### config.mk
export PLATFORM = sky130hd
export DESIGN_NAME = fft_frame_scheduler
export DESIGN_NICKNAME = d
export VERILOG_FILES = /design/src/rtl/fft_ctrl_pkg.sv /design/src/rtl/fft_run_timer.sv /design/src/rtl/fft_frame_scheduler.sv
export SDC_FILE = /design/constraint.sdc
export NUM_CORES = 1
export LEC_CHECK = 0
export CORE_AREA = 4 4 226 228
export DETAILED_ROUTE_END_ITERATION = 8
export DIE_AREA = 0 0 230 232
export GPL_TIMING_DRIVEN = 0
export PLACE_DENSITY = 0.76
export SLEW_MARGIN = 20
export SYNTH_ARGS = -nofsm -noshare
export SYNTH_HDL_FRONTEND = slang
export SYNTH_HIERARCHICAL = 1
export SYNTH_SLANG_ARGS = --single-unit
### constraint.sdc
create_clock -name clkk -period 4.65 [get_ports clkk]
set_clock_uncertainty 0.05 [all_clocks]
set_input_delay 0.93 -clock clkk [delete_from_list [all_inputs] [get_ports clkk]]
set_output_delay 0.93 -clock clkk [all_outputs]
set_load 0.01 [all_outputs]
### src/rtl/fft_ctrl_pkg.sv
// Shared types and register-map constants for the FFT frame scheduler.
// Addresses for CTRL and STATUS are offsets from N_POINT, right after the sample window.
package fft_ctrl_pkg;

  typedef enum logic [1:0] {
    IDLE = 2'd0,
    RUN  = 2'd1,
    DONE = 2'd2
  } state_t;

  function automatic int n_point(input int stages);
    return 1 << stages;
  endfunction

  localparam int ADDR_CTRL_OFS   = 0;
  localparam int ADDR_STATUS_OFS = 1;

  localparam int CTRL_START   = 0;
  localparam int CTRL_CLR_ERR = 1;

  localparam int ST_BUSY    = 0;
  localparam int ST_DONE    = 1;
  localparam int ST_ERR     = 2;
  localparam int ST_CNT_LSB = 8;
  localparam int ST_CNT_W   = 8;

endpackage

### src/rtl/fft_run_timer.sv
// Loadable down-counter tracking the core pipeline; expire_o flags the edge on which it hits zero.
// Load takes effect on the next edge; free-running decrement, no backpressure.
module fft_run_timer #(
  parameter int unsigned LOAD_VALUE = 10
) (
  input  logic clkk,
  input  logic reset,
  input  logic load_i,
  output logic zero_o,
  output logic expire_o
);

  localparam int CW = $clog2(LOAD_VALUE + 1);

  logic [CW-1:0] cnt_q, cnt_d;

  always_comb begin
    cnt_d = cnt_q;
    if (load_i)
      cnt_d = CW'(LOAD_VALUE);
    else if (cnt_q != '0)
      cnt_d = cnt_q - CW'(1);
  end

  always_ff @(posedge clkk) begin
    if (reset) cnt_q <= '0;
    else       cnt_q <= cnt_d;
  end

  assign zero_o   = (cnt_q == '0);
  // Capture happens on the edge that takes the count from 1 to 0.
  assign expire_o = (cnt_q == CW'(1));

endmodule

### src/rtl/fft_frame_scheduler.sv
// Frame-level sequencer: CPU loads samples, launches the FFT core, captures and serves the results.
// Every CPU access is acked one cycle after its strobe; illegal accesses set a sticky error flag.
module fft_frame_scheduler
  import fft_ctrl_pkg::*;
#(
  parameter int NO_STAGES    = 4,
  parameter int SAMPLE_WIDTH = 16,
  parameter int DATA_WIDTH   = 32,
  parameter int ADDR_WIDTH   = 8,
  parameter int CORE_LATENCY = 10
) (
  input  logic                                   clkk,
  input  logic                                   reset,
  input  logic                                   cpu_read,
  input  logic                                   cpu_write,
  input  logic [ADDR_WIDTH-1:0]                  cpu_address,
  input  logic [DATA_WIDTH-1:0]                  cpu_write_data,
  output logic [DATA_WIDTH-1:0]                  cpu_read_data,
  output logic                                   cpu_access_complete,
  output logic [n_point(NO_STAGES)*SAMPLE_WIDTH-1:0] core_x,
  output logic                                   core_start,
  input  logic [n_point(NO_STAGES)*SAMPLE_WIDTH-1:0] core_y,
  output logic                                   busy,
  output logic                                   done_irq,
  output logic                                   error
);

  localparam int N_POINT = n_point(NO_STAGES);
  localparam int FW      = N_POINT * SAMPLE_WIDTH;
  localparam int LCW     = $clog2(N_POINT + 1);

  state_t                  state_q, state_d;
  logic [FW-1:0]           x_q, x_d, y_q, y_d;
  logic [N_POINT-1:0]      mask_q, mask_d;
  logic [LCW-1:0]          cnt_q, cnt_d;
  logic                    err_q, err_d;
  logic [DATA_WIDTH-1:0]   rdat_q, rdat_d;
  logic                    ack_q, start_q, start_d, irq_q, irq_d;
  logic                    timer_load, timer_zero, timer_expire;
  logic                    is_sample, is_ctrl, is_status;
  logic [NO_STAGES-1:0]    idx;
  logic [15:0]             status;
  logic                    unused_sig;

  fft_run_timer #(.LOAD_VALUE(CORE_LATENCY)) u_timer (
    .clkk     (clkk),
    .reset    (reset),
    .load_i   (timer_load),
    .zero_o   (timer_zero),
    .expire_o (timer_expire)
  );

  assign unused_sig = ^{cpu_write_data, timer_zero};

  assign is_sample = (cpu_address < ADDR_WIDTH'(N_POINT));
  assign is_ctrl   = (cpu_address == ADDR_WIDTH'(N_POINT + ADDR_CTRL_OFS));
  assign is_status = (cpu_address == ADDR_WIDTH'(N_POINT + ADDR_STATUS_OFS));
  assign idx       = cpu_address[NO_STAGES-1:0];

  always_comb begin
    status                            = '0;
    status[ST_BUSY]                   = (state_q == RUN);
    status[ST_DONE]                   = (state_q == DONE);
    status[ST_ERR]                    = err_q;
    status[ST_CNT_LSB +: ST_CNT_W]    = ST_CNT_W'(cnt_q);
  end

  always_comb begin
    state_d    = state_q;
    x_d        = x_q;
    y_d        = y_q;
    mask_d     = mask_q;
    cnt_d      = cnt_q;
    err_d      = err_q;
    rdat_d     = '0;
    start_d    = 1'b0;
    irq_d      = 1'b0;
    timer_load = 1'b0;

    if (state_q == RUN && timer_expire) begin
      y_d     = core_y;
      irq_d   = 1'b1;
      state_d = DONE;
    end

    if (cpu_read && cpu_write) begin
      err_d = 1'b1;
    end else if (cpu_read) begin
      if (is_sample) begin
        if (state_q == DONE)
          rdat_d = DATA_WIDTH'(y_q[idx*SAMPLE_WIDTH +: SAMPLE_WIDTH]);
      end else if (is_status) begin
        rdat_d = DATA_WIDTH'(status);
      end else if (!is_ctrl) begin
        err_d = 1'b1;
      end
    end else if (cpu_write) begin
      if (is_sample) begin
        if (state_q == RUN) begin
          err_d = 1'b1;
        end else begin
          x_d[idx*SAMPLE_WIDTH +: SAMPLE_WIDTH] = cpu_write_data[SAMPLE_WIDTH-1:0];
          if (!mask_q[idx]) begin
            mask_d[idx] = 1'b1;
            cnt_d       = cnt_q + LCW'(1);
          end
          state_d = IDLE;
        end
      end else if (is_ctrl) begin
        // Clear first so a combined clear+start reports a failed start.
        if (cpu_write_data[CTRL_CLR_ERR])
          err_d = 1'b0;
        if (cpu_write_data[CTRL_START]) begin
          if (state_q == RUN || cnt_q != LCW'(N_POINT)) begin
            err_d = 1'b1;
          end else begin
            start_d    = 1'b1;
            timer_load = 1'b1;
            mask_d     = '0;
            cnt_d      = '0;
            state_d    = RUN;
          end
        end
      end else if (!is_status) begin
        err_d = 1'b1;
      end
    end
  end

  always_ff @(posedge clkk) begin
    if (reset) begin
      state_q <= IDLE;
      x_q     <= '0;
      y_q     <= '0;
      mask_q  <= '0;
      cnt_q   <= '0;
      err_q   <= 1'b0;
      rdat_q  <= '0;
      ack_q   <= 1'b0;
      start_q <= 1'b0;
      irq_q   <= 1'b0;
    end else begin
      state_q <= state_d;
      x_q     <= x_d;
      y_q     <= y_d;
      mask_q  <= mask_d;
      cnt_q   <= cnt_d;
      err_q   <= err_d;
      rdat_q  <= rdat_d;
      ack_q   <= cpu_read | cpu_write;
      start_q <= start_d;
      irq_q   <= irq_d;
    end
  end

  assign cpu_read_data       = rdat_q;
  assign cpu_access_complete = ack_q;
  assign core_x              = x_q;
  assign core_start          = start_q;
  assign busy                = (state_q == RUN);
  assign done_irq            = irq_q;
  assign error               = err_q;

endmodule

# After elaboration in Yosys (flattened, before gate mapping)
# Cells that the tools add are included.
[op_classes]
n_eq_ne = 14
add_sub_neg = 3
shifts = 3
n_reduce_logical = 14
bitwise = 5
order_cmp = 3
n_mux = 52
[op_table]
columns = ["operator", "count"]
rows = [
  ["256-bit bitwise mux", 1],
  ["16-bit by 34-bit variable shift with 256-bit output, first input constant", 1],
  ["16-bit by 34-bit indexed part select with 256-bit output", 1],
  ["256-bit by 9-bit indexed part select with 16-bit output", 1],
  ["16-bit 2-to-1 mux", 7],
  ["8-bit negation with 34-bit output", 1],
  ["32-bit 2-to-1 mux", 1],
  ["5-bit 2-to-1 mux", 6],
  ["1-bit 2-to-1 mux", 23],
  ["2-bit 2-to-1 mux", 9],
  ["8-bit by 5-bit == test with 1-bit output, second input constant", 2],
  ["16-bit OR", 1],
  ["13-bit 2-to-1 mux", 1],
  ["3-bit by 2-bit != test with 1-bit output, second input constant", 4],
  ["8-bit by 5-bit less-than comparator with 1-bit output, second input constant", 1],
  ["4-bit 2-to-1 mux", 2],
  ["8-bit AND reduction", 1],
  ["2-bit != test, second input constant", 3],
  ["6-bit AND reduction", 1],
  ["2-bit nonzero test", 3],
  ["5-bit by 1-bit adder with 5-bit output, second input constant", 1],
  ["4-bit by 5-bit less-than comparator with 1-bit output, second input constant", 1],
  ["5-bit != test, second input constant", 1],
  ["5-bit AND reduction", 1],
  ["16 further kinds", 20],
]
[totals]
wordCells = 106
output_inout_bits = 293
register_bits = 575

# Logic depth before layout (Yosys ltp)
[depth]
word_depth = 10
ltp_mapped = 14
mapped_depth_nobuf = 8

# Hierarchy
# Netlist, hierarchy kept.
[by_module_without_submodules]
columns = ["module", "cells_per_inst", "instances", "area_per_inst_um2"]
rows = [
  ["fft_frame_scheduler", 2640, 1, 22350.2],
  ["fft_run_timer", 18, 1, 166.4],
]

# Worst setup path before layout
# OpenSTA, ideal clock, no wires.
[synth_timing]
path_kind = "input -> register"
startpoint = "input port cpu_address[1]"
endpoint = "register x_q[38], in the netlist core_x[38]"
stages = 13
t_arrival_ps = 3880
slack_ps = 650
t_required_ps = 4530
setup_ps = 70
cell_sequence = "buf_2 -> buf_1 -> clkbuf_1 -> inv_1 -> ha_1 -> buf_2 -> nand2b_1 -> a2111oi_2 -> and3_1 -> clkbuf_1 -> buf_2 -> nand3_1 -> a21oi_1"
[synth_via]
elab_chain_len = 3
word_cells_on_any_way = 6
cone_classes = "add/sub (1); order compare (1); shift (2); mux (1); reduce/logical (1)"
[synth_lines]
columns = ["element", "line_no", "source"]
rows = [
  ["start, declared", "fft_frame_scheduler.sv:16", "input logic [ADDR_WIDTH-1:0] cpu_address,"],
  ["8-bit negation with 34-bit output", "fft_frame_scheduler.sv:102", "x_d[idx*SAMPLE_WIDTH +: SAMPLE_WIDTH] = cpu_write_data[SAMPLE_WIDTH-1:0];"],
  ["16-bit by 34-bit indexed part select with 256-bit output or 16-bit by 34-bit variable shift with 256-bit output (tied branches)", "fft_frame_scheduler.sv:102", ""],
  ["256-bit bitwise mux", "fft_frame_scheduler.sv:102", ""],
  ["end signal, assigned", "fft_frame_scheduler.sv:133", "x_q <= '0;"],
  ["end signal, assigned", "fft_frame_scheduler.sv:144", "x_q <= x_d;"],
  ["end, declared", "fft_frame_scheduler.sv:33", "logic [FW-1:0] x_q, x_d, y_q, y_d;"],
]
# Several ways; a longest one is shown, not always the timed one.
# A chain may end at the register's enable or synchronous reset.

# Worst setup path after layout
[layout_timing]
startpoint = "input port cpu_address[1]"
endpoint = "register x_q[136], in the netlist core_x[136]"
# The elaborated chain is that of the path after synthesis.

==> impl_metrics.yaml <==
routing:
  routed_wl_mm: 94.16
  vias: 23059
  drtIter0Drc: 2488
  route.detailed.drc: 0
  viasPerCell: 5.789
  detail_route.wl_per_cell_um: 23.64
  ant_nets: 0
  firstDrtPassIters: 6
die:
  dieWidth_um: 230
  die_area_um2: 53360
  die_h_um: 232
  ios: 593
  placementRows: 81
  initial_utilization_pct: 46.08
  core_um2: 48850
clock_network:
  cts.path.max_buffers: 3
  cts-root-buf: "clkbuf_16"
  htreeDepth: 2
  tritoncts: "yes"
  cts_sinks: 559
  cts.clk_slew.worst_paths_ns: 0.06
  hold_buffers: 0
  clock_latency_ns: 0.64
  numCtsBuffers: 55
grt:
  gr-usage-all-layers_pct: 33.33
  overflow: 0
  grt_use_met3_pct: 6.624
  grt_pass1_wl_mm: 136.0
  use_met2_pct: 56.97
  grt_busiest_layer: "met2"
  grt_pass1_vias: 22166
  grt_max_degree: 16
  antenna_found_initial: 2
  grtUsageMet1_pct: 39.95
place:
  dp_cells: 3880
  place_area_um2: 28860
  port-buffer-count: 544
  dp_hpwl_mm: 73.73
  gp_congestion: 0.9734
finish:
  drive_gt1_share_pct: 8.348
  syn2layout_area_growth_pct: 36.81
  fillers: 4123
  instances_no_fill: 3983
  finalNetCount: 3583
  final_area_um2: 30800
yosys:
  netlist_area_um2: 22510
  netlist_instances: 2657
  syn_area_per_cell_um2: 8.472
  yosysWarningCount: 6
critical_path:
  worstSetupPathType: "in2reg"
  r2r_slack_ns: 1.54
  setup.worst_path.start_class: "primary input"
  worstPathArrival_ns: 4.94
  crit_required_ns: 5.07
  crit_path_max_fanout: 10
  end_kind: "flop"
timing:
  hold_slack_ns: 0.4001
  setup_tns_ns: 0
  final_hold_viol_count: 0
  slew_headroom_pct: 24.46
  slew_violations: 0
  worst_pin_slew_ns: 1.124
  timing.fmax_mhz: 221.1
  fin_crit_sh_pct: 97.28
  min_period_ns: 4.524
  setup_viol: 0
power:
  pwr_density_cell_nw_per_um2: 328.6
  p_leak_nw: 10.06
  vdd.ir_drop.worst_mv: 0.2744
run_status:
  outcome: "finished, final reports clean"
hold_path:
  min_path_type: "reg2reg"
run:
  timing.max_cap.violations: 0
[critical path, stage by stage]
cell             delay, ns
clkdlybuf4s50_1       0.58
buf_2                 0.31
buf_2                 0.36
clkbuf_4              0.34
inv_1                 0.11
ha_1                  0.18
buf_2                 0.18
nand2b_1              0.21
a2111o_1              0.62
or4_1                 0.47
clkbuf_1              0.23
buf_2                 0.24
nand2_1               0.08
a21oi_1               0.06
[flip-flops by register name, indices dropped and copies added (netlist names), 2 cells and up]
signal and count:
y_q 256, cnt_q 5, cpu_read_data 16, mask_q 16
core_x 256, u_timer/cnt_q 4, state_q 2
[layout by cell type (no fill, tap or decap), types with 3 or more instances in the layout]
cell type	instances
clkinv_2	12
a21oi_1	502
clkbuf_1	196
a22o_1	19
o21ai_0	23
conb_1	16
bufinv_16	5
ha_1	8
o2111ai_1	3
a21boi_0	4
and3_1	3
nor2b_1	12
clkbuf_16	55
or3_1	4
nor4_4	5
buf_1	4
mux2i_1	5
or4_1	6
nand4_1	35
nor2_2	5
nand2_1	777
nor3_4	5
and2_1	3
buf_4	26
a31oi_1	3
dfxtp_1	559
nand2b_1	3
clkdlybuf4s50_1	544
nand3_1	232
nor2_1	23
mux4_2	83
nor4_1	4
and4_1	5
clkbuf_8	12
nor3_1	7
buf_2	42
o31ai_1	3
clkbuf_2	4
inv_1	20
[per-stage QoR]
stage	power [mW]	utilization [%]	setup WS (ns)
after floorplan	5.163	-	0.6499
final	10.12	63.04	0.1263
after global placement	5.559	59.04	-1.188
after global routing	10.34	63.04	-0.008127
after detailed placement	5.566	59.08	-1.337
after CTS	10.10	62.95	0.03312
[what timing repair did]
item | in CTS | in global routing
pin swaps | 0 | 1
setup endpoints to repair | 214 | 160
setup buffers | 0 | 3
gates resized for setup | 5 | 12
[final timing paths]
| kind | from | endpoint | cells after the start |
|---|---|---|---|
| hold reg to reg | core_x[55]$_SDFFE_PP0P_ | core_x[55]$_SDFFE_PP0P_ | 2 |
| setup / recovery | cpu_address[1] | core_x[136]$_SDFFE_PP0P_ | 14 |
| setup reg to reg | state_q[0]$_SDFF_PP0_ | y_q[188]$_SDFFE_PP0P_ | 8 |
| hold / removal | core_x[55]$_SDFFE_PP0P_ | core_x[55]$_SDFFE_PP0P_ | 2 |
[area by class of cell]
cell class	instances	area (µm²)	share of cell area [%]
antenna	1	2.502	0.008125
sequential	559	11190	36.34
clock inverter	22	276.5	0.8979
buffer	260	1139	3.697
timing repair buffer	547	5468	17.75
tap	664	830.8	2.698
inverter	20	75.07	0.2438
multi-input combinational	1831	10230	33.21
clock buffer	79	1587	5.152
[power breakdown]
| group | internal, mW | switching (mW) |
|---|---|---|
| combinational | 0.293 | 0.401 |
| sequential | 4.79 | 0.00249 |
| clock | 2.66 | 1.97 |
| total | 7.74 | 2.38 |
[per-layer routing]
layer,vias to the layer above,wire (µm)
met1,11076,34030
met4,4,5614
met3,276,9191
met5,-,30
met2,1405,45290
li1,10298,-
Note: power is estimated with default switching activity, not from simulation.
